### config.mk
export PLATFORM = sky130hd
export DESIGN_NAME = keypad_scanner
export DESIGN_NICKNAME = d
export VERILOG_FILES = /design/src/rtl/keypad_scanner.sv
export SDC_FILE = /design/constraint.sdc
export NUM_CORES = 1
export LEC_CHECK = 0
export CAP_MARGIN = 20
export CORE_ASPECT_RATIO = 2
export CORE_MARGIN = 5
export CORE_UTILIZATION = 37
export DETAILED_ROUTE_END_ITERATION = 6
export REMOVE_ABC_BUFFERS = 1
export SLEW_MARGIN = 20
export SYNTH_ARGS = -nofsm -noshare
export SYNTH_HDL_FRONTEND = slang
export SYNTH_SLANG_ARGS = --single-unit
### constraint.sdc
create_clock -name clk -period 5.6 [get_ports clk]
set_input_delay 1.12 -clock clk [delete_from_list [all_inputs] [get_ports clk]]
set_output_delay 1.12 -clock clk [all_outputs]
set_load 0.005 [all_outputs]
### src/rtl/keypad_scanner.sv
// -----------------------------------------------------------------------------
// keypad_scanner
//
// Front end of the lock controller. Walks a single low column across a 4x4
// active-low matrix keypad, synchronizes the row lines, debounces both the
// press and the release of a single key, and hands the controller one
// rdy/keypress pair per qualified press.
//
// Parameters:
//   SCAN_DIV      cycles each column is driven before its rows are sampled (>=3)
//   DEBOUNCE_CNT  consecutive identical samples needed to accept a press or a
//                 release (>=1)
//
// Ports:
//   clk       system clock
//   reset     synchronous, active-high reset
//   rows      keypad rows, active-low with pull-ups, asynchronous to clk
//   cols      column drive, active-low one-hot (exactly one bit low)
//   keypress  code of the last accepted key, held until the next accept
//   rdy       one-cycle strobe, keypress is valid in the same cycle
// -----------------------------------------------------------------------------
module keypad_scanner #(
    parameter int SCAN_DIV     = 50000,
    parameter int DEBOUNCE_CNT = 4
) (
    input  logic       clk,
    input  logic       reset,
    input  logic [3:0] rows,
    output logic [3:0] cols,
    output logic [3:0] keypress,
    output logic       rdy
);

    localparam int DW = $clog2(SCAN_DIV);
    localparam int CW = $clog2(DEBOUNCE_CNT + 1);

    localparam logic [DW-1:0] DWELL_LAST = DW'(SCAN_DIV - 1);
    localparam logic [CW-1:0] CNT_LAST   = CW'(DEBOUNCE_CNT - 1);
    localparam logic [CW-1:0] CNT_ONE    = CW'(1);

    typedef enum logic [1:0] {
        SCAN     = 2'd0,
        PRESS_DB = 2'd1,
        HOLD     = 2'd2
    } state_t;

    // Key legend: row-major, columns left to right.
    function automatic logic [3:0] key_code(input logic [1:0] r, input logic [1:0] c);
        logic [3:0] code;
        case ({r, c})
            4'd0:    code = 4'd1;
            4'd1:    code = 4'd2;
            4'd2:    code = 4'd3;
            4'd3:    code = 4'd10;
            4'd4:    code = 4'd4;
            4'd5:    code = 4'd5;
            4'd6:    code = 4'd6;
            4'd7:    code = 4'd11;
            4'd8:    code = 4'd7;
            4'd9:    code = 4'd8;
            4'd10:   code = 4'd9;
            4'd11:   code = 4'd12;
            4'd12:   code = 4'd14;
            4'd13:   code = 4'd0;
            4'd14:   code = 4'd15;
            default: code = 4'd13;
        endcase
        return code;
    endfunction

    logic [3:0]    rows_meta;
    logic [3:0]    rs;
    logic [DW-1:0] dwell_cnt;
    logic          sample;

    state_t        state;
    state_t        state_next;
    logic [1:0]    ci;
    logic [1:0]    ci_next;
    logic [1:0]    cr;
    logic [1:0]    cr_next;
    logic [CW-1:0] match_cnt;
    logic [CW-1:0] match_next;
    logic [CW-1:0] rel_cnt;
    logic [CW-1:0] rel_next;
    logic          accept;

    logic          row_valid;
    logic [1:0]    row_idx;
    logic          rows_idle;

    logic [3:0]    keypress_next;
    logic          rdy_next;

    // Two-flop synchronizer on the asynchronous row lines. Idle (all high)
    // out of reset so the first samples never look like a press.
    always_ff @(posedge clk) begin
        if (reset) begin
            rows_meta <= 4'b1111;
            rs        <= 4'b1111;
        end else begin
            rows_meta <= rows;
            rs        <= rows_meta;
        end
    end

    // Free-running dwell counter. The last count of each dwell is the sample
    // point, which leaves the synchronizer time to settle after a column change.
    always_ff @(posedge clk) begin
        if (reset) begin
            dwell_cnt <= '0;
        end else if (sample) begin
            dwell_cnt <= '0;
        end else begin
            dwell_cnt <= dwell_cnt + DW'(1);
        end
    end

    assign sample = (dwell_cnt == DWELL_LAST);

    // A sample only counts when exactly one row is low; no row or a chord of
    // several rows is treated the same as "nothing usable".
    always_comb begin
        row_valid = 1'b0;
        row_idx   = 2'd0;
        case (rs)
            4'b1110: begin row_valid = 1'b1; row_idx = 2'd0; end
            4'b1101: begin row_valid = 1'b1; row_idx = 2'd1; end
            4'b1011: begin row_valid = 1'b1; row_idx = 2'd2; end
            4'b0111: begin row_valid = 1'b1; row_idx = 2'd3; end
            default: begin row_valid = 1'b0; row_idx = 2'd0; end
        endcase
    end

    assign rows_idle = (rs == 4'b1111);

    assign cols = ~(4'b0001 << ci);

    // State and datapath registers. Reset wins over a coincident accept, so
    // a press interrupted by reset never produces a strobe.
    always_ff @(posedge clk) begin
        if (reset) begin
            state     <= SCAN;
            ci        <= 2'd0;
            cr        <= 2'd0;
            match_cnt <= '0;
            rel_cnt   <= '0;
            keypress  <= 4'h0;
            rdy       <= 1'b0;
        end else begin
            state     <= state_next;
            ci        <= ci_next;
            cr        <= cr_next;
            match_cnt <= match_next;
            rel_cnt   <= rel_next;
            keypress  <= keypress_next;
            rdy       <= rdy_next;
        end
    end

    // Next-state logic. Everything moves only on sample events. The column
    // stays frozen while debouncing a press and while waiting for release, so
    // the same key is watched throughout; after a release the scan restarts
    // from column 0.
    always_comb begin
        state_next = state;
        ci_next    = ci;
        cr_next    = cr;
        match_next = match_cnt;
        rel_next   = rel_cnt;
        accept     = 1'b0;

        if (sample) begin
            case (state)
                SCAN: begin
                    if (row_valid) begin
                        cr_next = row_idx;
                        if (DEBOUNCE_CNT == 1) begin
                            accept     = 1'b1;
                            match_next = '0;
                        end else begin
                            match_next = CNT_ONE;
                            state_next = PRESS_DB;
                        end
                    end else begin
                        ci_next = ci + 2'd1;
                    end
                end

                PRESS_DB: begin
                    if (row_valid && (row_idx == cr)) begin
                        if (match_cnt == CNT_LAST) begin
                            accept     = 1'b1;
                            match_next = '0;
                        end else begin
                            match_next = match_cnt + CNT_ONE;
                        end
                    end else begin
                        match_next = '0;
                        ci_next    = ci + 2'd1;
                        state_next = SCAN;
                    end
                end

                HOLD: begin
                    if (rows_idle) begin
                        if (rel_cnt == CNT_LAST) begin
                            rel_next   = '0;
                            ci_next    = 2'd0;
                            state_next = SCAN;
                        end else begin
                            rel_next = rel_cnt + CNT_ONE;
                        end
                    end else begin
                        rel_next = '0;
                    end
                end

                default: begin
                    state_next = SCAN;
                    ci_next    = 2'd0;
                    match_next = '0;
                    rel_next   = '0;
                end
            endcase

            if (accept) begin
                state_next = HOLD;
                rel_next   = '0;
            end
        end
    end

    // Output logic. cr_next is used for the row so an immediate accept from
    // SCAN (single-sample debounce) picks up the row seen in that sample.
    always_comb begin
        rdy_next      = accept;
        keypress_next = keypress;
        if (accept) begin
            keypress_next = key_code(cr_next, ci);
        end
    end

endmodule
# Yosys cells after proc, flatten, opt, wreduce, memory -nomap -nowiden
# Memory sizes are Yosys's and may differ from the RTL's. A register that Yosys moved wholly into a read port is not among the register bits.
# Cells that the tools add are included.
# totals
mem_bits_ro	64
ff_bits	37
n_memories	1
# op_classes
n_eq_ne	21
n_mux	27
n_bitwise	2
n_reduce_logical	9
n_shift	1
add_sub_neg	4
# memory_table
memory	depth	word_bits	read_ports	rd_clocked_by_memory_dff	write_ports	line_no	rtl
(name not given)	16	4	1	1	0	50	case ({r, c})
# ops
op	count
2-to-1 mux 2 bit	10
2-to-1 mux 3 bit	6
case mux 2 bit (3 select lines)	3
adder 16 x 1 -> 16 bit (second input constant)	1
== test 16 bit (second input constant)	1
== test 4 bit (second input constant)	4
!= test 3 bit (second input constant)	4
!= test 2 bit (second input constant)	5
AND reduction 5 bit	2
case mux 3 bit (3 select lines)	1
adder 3 x 1 -> 3 bit (second input constant)	2
== test 3 x 2 -> 1 bit (second input constant)	2
2-to-1 mux 1 bit	6
case mux 3 bit (2 select lines)	1
== test 4 x 3 -> 1 bit (second input constant)	1
NOT 4 bit	1
OR reduction 2 bit	2
OR reduction 4 bit	1
<< shifter 1 x 2 -> 4 bit (first input constant)	1
AND reduction 3 bit	1
adder 2 x 1 -> 2 bit (second input constant)	1
== test 2 x 1 -> 1 bit (second input constant)	1
== test 2 bit	1
== test 2 bit (second input constant)	1
5 further kinds	5

# Depth between registers and ports, before layout
# Gate-level depths: netlist (run 1).
# depth
word_depth	9
ltp_mapped	8
depth_no_buf	7

# Worst setup path after synthesis (run 1)
# Ideal clock, no wire load.
# synth_timing
kind	register to register
start	register dwell_cnt[0]
end	register keypress[1]
arrival_ns	2.140
period_less_slack_ns	2.235
setup_time_ns	0.095
t_required_ns	5.505
path_stages_with_launch	8
path_buffers	0
slack_ns	3.365
path_cell_list	dfxtp_1 -> ha_1 -> and3_1 -> nand4_2 -> a2111oi_4 -> mux2i_2 -> mux2i_1 -> a221oi_1
# synth_via
elab_chain_len	2
elab_cells_between_ends	3
cone_classes	1 x eq/ne; 2 x mux
# synth_lines
element	line_no	rtl
from (decl)	73	logic [DW-1:0] dwell_cnt;
from (signal assigned)	115	dwell_cnt <= dwell_cnt + DW'(1);
== test 16 bit *	119	assign sample = (dwell_cnt == DWELL_LAST);
2-to-1 mux 2 bit / 2-to-1 mux 1 bit (equally long branches)	173	if (sample) begin
to (decl)	30	output logic [3:0] keypress,
# Every way passes the cells marked *; elsewhere a longest branch is shown, timed or not.
# A chain may end at the register's enable or synchronous reset.

# Worst setup path after layout (run 1)
# layout_timing
start	register ci[0]
end	output cols[0]
# layout_via
elab_chain_len	2
# layout_lines
element	line_no	rtl
from (decl)	78	logic [1:0] ci;
from (signal assigned)	152	ci <= ci_next;
<< shifter 1 x 2 -> 4 bit	137	assign cols = ~(4'b0001 << ci);
NOT 4 bit	137	
to (decl)	29	output logic [3:0] cols,
# No other way between the ends.

==> metrics, run 1 <==
status complete, no violations; Clock Latency Late Sink 0.29 ns; maximum root-to-sink buffer count 2; CP peak stage delay 0.49 ns; mux contribution to synthesized area 3.86%; CORE AREA 0.00571 sq mm; Top Family by Delay on Critical Path buffers and inverters; largest net degree at the start of global routing 28; fin nets 272; unrepaired setup endpoints after global routing no; maximum vdd drop 0.200 mV; via count 1729; TritonCTS sink count 41; Syn Inst Count 246; register share of total power 49.2%; Final min period 2.82 ns; Post CTS Setup Buffer Count 0; PostCTS Resize Cnt 0; CP Cell Sequence inv_1 -> ha_1 -> inv_1 -> clkdlybuf4s50_1; final worst path period share 50.4%; CP arrival 1.70 ns; die area 0.00760 sq mm; Die H 118 um; sequential share of the synthesized area 37.8%; most frequent cells in the layout dfxtp_1 (41), nor2_1 (28), inv_1 (18), a21oi_1 (18), clkdlybuf4s50_1 (14); most frequent CP cell inv_1; Setup crit start kind register; Crit-path slowest cell dfxtp_1; post-synthesis xor/xnor area fraction 5.24%; Post-synth ARST share 0%; number of setup violations in the final report 0; main combinational cell family by area after synthesis simple AND/OR/NAND/NOR gates; drt via density 5.44; Mapped Avg Cell Area 8.83 sq um; Initial DRC Count 61; max_cap viols 0; vias in the first global route 1702; EDFF count, synth 0; Switch Pwr 128 uW; clock root buffer clkbuf_16; area grow syn2layout 14.2%; Peak Freq 355 MHz; Remaining DRCs 0; internal power 484 uW; Multi-input gate area 0.00122 sq mm; Power Density 247 mW/mm^2; hold_buf cts 0; Max-slew headroom 59.3%; cell row count 39; number of port buffers 14; Clock Skew 0.00405 ns; initial antenna violation count 0; count of different cell masters after synthesis 56; mapped cell area 0.00217 sq mm; Tot Pwr 612 uW; DRT antenna net count 0; max-slew violation count 0; TritonCTS clock tree done; Synth Area in Adders 5.18%; Yosys warnings 0; Total GRT Usage 12.6%; Min-Delay Path Class register to register; total wire length 4.59 mm; Seq cells post-synth 41; Setup CP Type register to primary output; logic gate share of total power 4.6%; fraction of the mapped netlist area in simple logic gates 25.8%; Post-synth top flop dfxtp_1; WL per Instance 14.4 um; Leak 0.929 nW; Filler cells 582; Crit Path Max Fanout 8; commonest non-fill, non-tap cell in the layout dfxtp_1; antenna cell count 0; I/O pin count 15; first-pass GRT wire length 7.52 mm; routability cong. 0.776; Starting Density 38.0%; Synth area leader dfxtp_1; register area 821 sq um; DIE WIDTH 64.2 um; clock network fraction of design power 46.3%; setup_tns 0 ns; grt ovf 0; worst path required time 4.48 ns; drt pass-1 iters 4; share of cells above drive strength 1 9.73%; H-tree Lvls 2; Final Hold Viols 0; Synth Area in Compound Gates 16.3%; Worst-Margin Slew 0.605 ns; clock-pin slew on the worst setup and hold paths 0.06 ns; Sw Ratio 20.9%; worst path bufs/invs 3; Critical Path End Type primary output; Synth area leaders dfxtp_1 (38%), ha_1 (5.2%), nor2_1 (4.8%); share of the synthesized area in the top cell type 37.8%; hpwl dp 3.46 mm; CTS buffer count 5
[area by class of cell]
cell class | instances | area share [%]
multi-input combinational | 176 | 49.4
sequential | 41 | 33.1
timing repair buffer | 15 | 5.95
clock buffer | 7 | 5.75
tap | 61 | 3.08
inverter | 18 | 2.72
[state kept, by name, indices dropped and copies added, names as in the netlist]
name       count
cr             2
match_cnt      3
ci             2
rel_cnt        3
keypress       4
state          2
rows_meta      4
rdy            1
rs             4
dwell_cnt     16
[through the flow]
| stage | area (sq um) | hold slack (ns) | setup WS (ns) | cells | utilization [%] |
|---|---|---|---|---|---|
| global placement | 2340 | 0.392 | 2.97 | 311 | 40.9 |
| finish | 2480 | 0.405 | 2.78 | 318 | 43.4 |
| CTS | 2480 | 0.408 | 2.76 | 318 | 43.4 |
| detailed placement | 2340 | 0.394 | 2.98 | 311 | 40.9 |
| floorplan | 2110 | 0.389 | 3.37 | 235 | - |
| global route | 2480 | 0.417 | 2.71 | 318 | 43.4 |
[power groups by stage]
stage | Clock (mW) | Combinational [mW] | Sequential [mW]
2_1_floorplan | 0 | 0.0181 | 0.306
6_report | 0.283 | 0.0280 | 0.301
4_1_cts | 0.294 | 0.0282 | 0.301
3_3_place_gp | 0 | 0.0278 | 0.307
3_5_place_dp | 0 | 0.0281 | 0.307
5_1_grt | 0.304 | 0.0315 | 0.302
[worst paths after layout]
check                     from           to  slack [ns]  cells past startpoint
setup reg to reg  dwell_cnt[0]  keypress[2]        3.04                      7
hold reg to reg   rows_meta[2]        rs[2]        0.40                      1
hold / removal    rows_meta[2]        rs[2]        0.40                      1
setup / recovery         ci[0]      cols[0]        2.78                      4
[layer usage]
layer  share of wire, %  GRT usage [%]  up-vias
met5                  0              0        -
met4                5.6           10.2        0
met3                2.9           2.66       17
met2                 55           22.7       27
met1                 36           11.5      800
li1                   -              -      885
[worst reg2reg max path: cells and delay by family, from the launching register on]
family	cells	cell delay [ns]
flip-flops	1	0.36
multiplexers	1	0.58
AO/OA/AOI/OAI	2	0.47
AND/OR/NAND/NOR	3	0.86
adder cells (fa/ha/maj)	1	0.23
[cells by family (layout without fill, tap and decap cells)]
kind of cell             after synthesis  in the layout
AO/OA/AOI/OAI                         50             50
XOR/XNOR                              13             13
adder cells (fa/ha/maj)                9              9
buffers and inverters                 29             40
flip-flops                            41             41
multiplexers                           8              8
AND/OR/NAND/NOR                       96             96
[cells in the mapped netlist (7+ instances only)]
library cell   n
or3_1          8
nor2_1        28
ha_1           9
clkbuf_1       7
mux2i_1        7
dfxtp_1       41
a21oi_1       18
nand2_1        8
o21ai_0        8
or2_2          8
inv_1         18
xor2_1         8
Note: power is estimated with default switching activity, not from simulation.
==> run 2, diff against run 1 <==
clock period = 2.8 ns   (was 5.6 ns; I/O delays follow)
==> run 2 against run 1 <==
Clock skew increased by 0.0022 ns. Critical path type is now register to register. Combinational power grew 100%. Via count rose by 1.7%. Flip-flop and latch count is the same. First-iteration DRC count rose by 3.3%. Utilization is 0.79 points higher. Worst setup slack worse by 2.4 ns. Power grew 120%.
==> metrics, run 2 (synthesis results as in run 1) <==
status complete, no violations (unchanged); Post CTS Setup Buffer Count 0 (unchanged); CP peak stage delay 0.58 ns (was 0.49 ns); hpwl dp 3.54 mm (was 3.46 mm); vias in the first global route 1683 (was 1702); Worst-Margin Slew 0.635 ns (was 0.605 ns); r2r worst-path depth 6 (was 7); Filler cells 584 (was 582); max_cap viols 0 (unchanged); Starting Density 38.0% (unchanged); Min-Delay Path Class register to register (unchanged); reg2reg setup slack 0.38 ns (was 3.04 ns); initial antenna violation count 0 (unchanged); first-pass GRT wire length 7.79 mm (was 7.52 mm); Remaining DRCs 0 (unchanged); Leak 0.952 nW (was 0.929 nW); final worst path period share 86.4%; routability cong. 0.830 (was 0.776); unrepaired setup endpoints after global routing no (unchanged); Die H 118 um (unchanged); TritonCTS sink count 41 (unchanged); die area 0.00760 sq mm (unchanged); antenna cell count 0 (unchanged); setup_tns 0 ns (unchanged); Critical Path End Type register (was primary output); via count 1758 (was 1729); CORE AREA 0.00571 sq mm (unchanged); clock-pin slew on the worst setup and hold paths 0.06 ns (about the same); largest net degree at the start of global routing 27 (was 28); number of setup violations in the final report 0 (unchanged); maximum root-to-sink buffer count 2 (unchanged); total wire length 4.65 mm (was 4.59 mm); Peak Freq 413 MHz; Reg with most FFs dwell_cnt (unchanged); PostCTS Resize Cnt 0 (unchanged); final instance area 0.00252 sq mm (was 0.00248 sq mm); Clock Latency Late Sink 0.29 ns (about the same); Final WS setup 0.381 ns (was 2.78 ns); maximum vdd drop 0.607 mV (was 0.200 mV); Power Density 528 mW/mm^2 (was 247 mW/mm^2); Clock Skew 0.00630 ns (was 0.00405 ns); max-slew violation count 0 (unchanged); Setup CP Type register to register (was register to primary output); drt via density 5.48 (was 5.44); Critical R2R Launch rs[1] (was dwell_cnt[0]); WL per Instance 14.5 um (was 14.4 um); Initial DRC Count 63 (was 61); pre-CTS setup slack 0.434 ns (was 2.98 ns); fin nets 274 (was 272); most frequent CP cell a211oi_1 (was inv_1); max reg flops 16 (unchanged); area grow syn2layout 16.2% (was 14.2%); DIE WIDTH 64.2 um (unchanged); cell row count 39 (unchanged); Tot Pwr 1.33 mW (was 612 uW); hold path startpoint rows_meta[3] (was rows_meta[2]); most frequent cells in the layout dfxtp_1 (41), nor2_1 (28), inv_1 (18), a21oi_1 (18), clkdlybuf4s50_1 (14) (unchanged); grt ovf 0 (unchanged); number of port buffers 14 (unchanged); Setup crit start kind register (unchanged); worst hold stages 1 (unchanged); commonest non-fill, non-tap cell in the layout dfxtp_1 (unchanged); placed instance area 0.00235 sq mm (was 0.00234 sq mm); share of cells above drive strength 1 10.8% (was 9.73%); Worst Hold End rs[3] (was rs[2]); Final Hold Viols 0 (unchanged); CP arrival 2.65 ns (was 1.70 ns); CP Cell Sequence xnor2_1 -> a211o_1 -> a211oi_1 -> o21ai_0 -> a211oi_1 -> o31a_1 (was inv_1 -> ha_1 -> inv_1 -> clkdlybuf4s50_1); TritonCTS clock tree done (unchanged); DRT antenna net count 0 (unchanged); Total GRT Usage 12.9% (was 12.6%); worst path required time 3.03 ns (was 4.48 ns); hold_buf cts 0 (unchanged); Crit Path Max Fanout 10 (was 8); clock root buffer clkbuf_16 (unchanged); CTS buffer count 5 (unchanged); I/O pin count 15 (unchanged); Crit-path slowest cell a211oi_1 (was dfxtp_1); Reg-to-Reg End keypress[2] (unchanged); Final min period 2.42 ns; Max-slew headroom 57.4% (was 59.3%); register area 821 sq um (unchanged); drt pass-1 iters 4 (unchanged); Multi-input gate area 0.00122 sq mm (unchanged); H-tree Lvls 2 (unchanged)
[run 2: cell count changes in the layout (fill, tap and decap cells not counted), sizes merged]
cell    delta
buf        +2
bufinv     +1
[run 2: metal layers]
metal  wire length [um]  GRT usage (%)
met4                147           6.50
met2               2670           24.1
met5                  0              0
met3                163           3.32
met1               1660           12.5
[run 2: area by class of cell]
cell class	count	share of cell area, %
Clock buffer	7	5.65
Multi-Input combinational cell	176	48.5
Sequential cell	41	32.5
Tap cell	61	3.02
Inverter	18	2.68
Timing Repair Buffer	17	6.44
Clock inverter	1	1.19
[run 2: where the power goes]
group	internal [mW]	total (mW)	switching, mW	leakage (nW)
Sequential	0.592	0.602	0.00980	0.333
Combinational	0.0267	0.0565	0.0298	0.535
Clock	0.445	0.675	0.229	0.0841
[run 2: critical path, delay by kind of cell (launching register included)]
family | cells | cell delay [ns]
compound gates | 5 | 1.72
xor+xnor | 1 | 0.12
flops | 1 | 0.53
[run 2: through the flow]
stage,hold WS (ns),std cells,util [%]
floorplan,0.389,235,-
global placement,0.391,313,41.2
detailed placement,0.392,313,41.2
CTS,0.406,321,44.2
global route,0.415,321,44.2
finish,0.406,321,44.2
[run 2: worst max-delay path by stage]
stage,from,endpoint,cells past startpoint
floorplan,dwell_cnt[0],keypress[1],7
global placement,rs[1],keypress[1],7
detailed placement,rs[1],keypress[1],7
CTS,rs[1],keypress[1],7
global route,rs[1],keypress[0],7
finish,rs[1],keypress[2],6
==> run 3, diff against run 2 <==
clock period = 2.5 ns   (was 2.8 ns; I/O delays follow)
==> run 3 against run 2 <==
Maximum frequency up 7.2%. Flip-flop and latch count unchanged. Sequential power up 12%. Clock skew up 0.0023 ns. Combinational power up 21%. Utilization unchanged. Sequential share of layout area unchanged. Clock power down 6.1%. Power up 3.2%. Critical path depth up 1.
==> metrics, run 3 (synthesis results as in run 1) <==
clock root buffer clkbuf_16 (unchanged); max-slew violation count 0 (unchanged); max reg flops 16 (unchanged); maximum root-to-sink buffer count 2 (unchanged); Hold WS 0.407 ns (was 0.406 ns); commonest non-fill, non-tap cell in the layout dfxtp_1 (unchanged); fin nets 278 (was 274); r2r worst-path depth 7 (was 6); Final min period 2.26 ns (was 2.42 ns); drt via density 5.53 (was 5.48); initial antenna violation count 0 (unchanged); CP arrival 2.43 ns (was 2.65 ns); final worst path period share 90.3% (was 86.4%); number of port buffers 14 (unchanged); dpl cells 317 (was 313); max_cap viols 0 (unchanged); Final Hold Viols 0 (unchanged); maximum vdd drop 0.440 mV (was 0.607 mV); share of cells above drive strength 1 11.8% (was 10.8%); Total GRT Usage 13.2% (was 12.9%); Final WS setup 0.244 ns (was 0.381 ns); TritonCTS sink count 41 (unchanged); unrepaired setup endpoints after global routing no (unchanged); worst path required time 2.67 ns (was 3.03 ns); Clock Latency Late Sink 0.29 ns (about the same); reg2reg setup slack 0.24 ns (was 0.38 ns); pre-CTS setup slack 0.250 ns (was 0.434 ns); Initial DRC Count 52 (was 63); Min-Delay Path Class register to register (unchanged); Worst-Margin Slew 0.602 ns (was 0.635 ns); Clock Skew 0.00857 ns (was 0.00630 ns); Critical R2R Launch rs[0] (was rs[1]); H-tree Lvls 2 (unchanged); DRT antenna net count 0 (unchanged); Crit-path slowest cell dfxtp_1 (was a211oi_1); via count 1792 (was 1758); placed instance area 0.00238 sq mm (was 0.00235 sq mm); CP peak stage delay 0.50 ns (was 0.58 ns); final cell count without fillers 324 (was 321); first-pass GRT wire length 7.93 mm (was 7.79 mm); Setup crit start kind register (unchanged); Critical Path End Type register (unchanged); WL per Instance 14.2 um (was 14.5 um); routability cong. 0.785 (was 0.830); drt pass-1 iters 4 (unchanged); hpwl dp 3.54 mm (about the same); Setup crit end keypress[2] (unchanged); status complete, no violations (unchanged); PostCTS Resize Cnt 0 (unchanged); clock-pin slew on the worst setup and hold paths 0.05 ns (was 0.06 ns); Starting Density 38.0% (unchanged); fin util 44.2% (unchanged); TritonCTS clock tree done (unchanged); Die H 118 um (unchanged); largest net degree at the start of global routing 27 (unchanged); total wire length 4.62 mm (was 4.65 mm); most frequent cells in the layout dfxtp_1 (41), nor2_1 (28), inv_1 (18), a21oi_1 (18), clkdlybuf4s50_1 (14) (unchanged); CTS buffer count 5 (unchanged); Post CTS Setup Buffer Count 0 (unchanged); Reg-to-Reg End keypress[2] (unchanged); die area 0.00760 sq mm (unchanged); Crit Path Max Fanout 10 (unchanged); final instance area 0.00252 sq mm (unchanged); vias in the first global route 1789 (was 1683); area grow syn2layout 16.2% (unchanged); I/O pin count 15 (unchanged); CORE AREA 0.00571 sq mm (unchanged); Leak 0.958 nW (was 0.952 nW); Reg with most FFs dwell_cnt (unchanged); Power Density 545 mW/mm^2 (was 528 mW/mm^2); setup_tns 0 ns (unchanged); grt ovf 0 (unchanged); Setup CP Type register to register (unchanged); Max-slew headroom 59.9% (was 57.4%); worst setup path start rs[0] (was rs[1]); Peak Freq 443 MHz (was 413 MHz); CP Cell Sequence xnor2_1 -> a211o_1 -> a2111oi_4 -> mux2i_2 -> buf_4 -> a211oi_1 -> o31a_1 (was xnor2_1 -> a211o_1 -> a211oi_1 -> o21ai_0 -> a211oi_1 -> o31a_1); Tot Pwr 1.38 mW (was 1.33 mW); DIE WIDTH 64.2 um (unchanged); Remaining DRCs 0 (unchanged); antenna cell count 0 (unchanged); cell row count 39 (unchanged); number of setup violations in the final report 0 (unchanged); hold_buf cts 0 (unchanged)
==> run 3: worst max-delay path, delay by kind of cell, from the launching register on <==
family,cells,cell delay [ns]
flops,1,0.50
compound gates,4,1.11
mux,1,0.24
xor+xnor,1,0.10
buf+inv,1,0.20
==> run 3: area by class of cell <==
cell class                      count  area (sq um)
Fill cell                         567          3180
Inverter                           18          67.6
Timing Repair Buffer               21           193
Multi-Input combinational cell    176          1220
Clock buffer                        7           143
Tap cell                           61          76.3
Sequential cell                    41           821
==> run 3: metal layers <==
layer / GRT usage (%) / vias up / share of wire [%]
li1: - / 906 / -
met1: 11.3 / 856 / 34
met2: 26.4 / 20 / 60
met3: 2.56 / 10 / 2.6
met4: 7.13 / 0 / 2.7
met5: 0 / - / 0
==> run 3: worst min path at each step <==
stage | slack, ns | depth (start not counted) | startpoint | to
2_1_floorplan | 0.39 | 1 | rows_meta[0] | rs[0]
6_report | 0.41 | 1 | rows_meta[2] | rs[2]
4_1_cts | 0.41 | 1 | rows_meta[2] | rs[2]
3_5_place_dp | 0.40 | 1 | rows_meta[2] | rs[2]
5_1_grt | 0.42 | 1 | rows_meta[2] | rs[2]
3_3_place_gp | 0.39 | 1 | rows_meta[3] | rs[3]
==> run 3: where the power goes <==
group / switching (mW) / internal (mW)
Clock: 0.243 / 0.392
Combinational: 0.0356 / 0.0330
Sequential: 0.00979 / 0.664
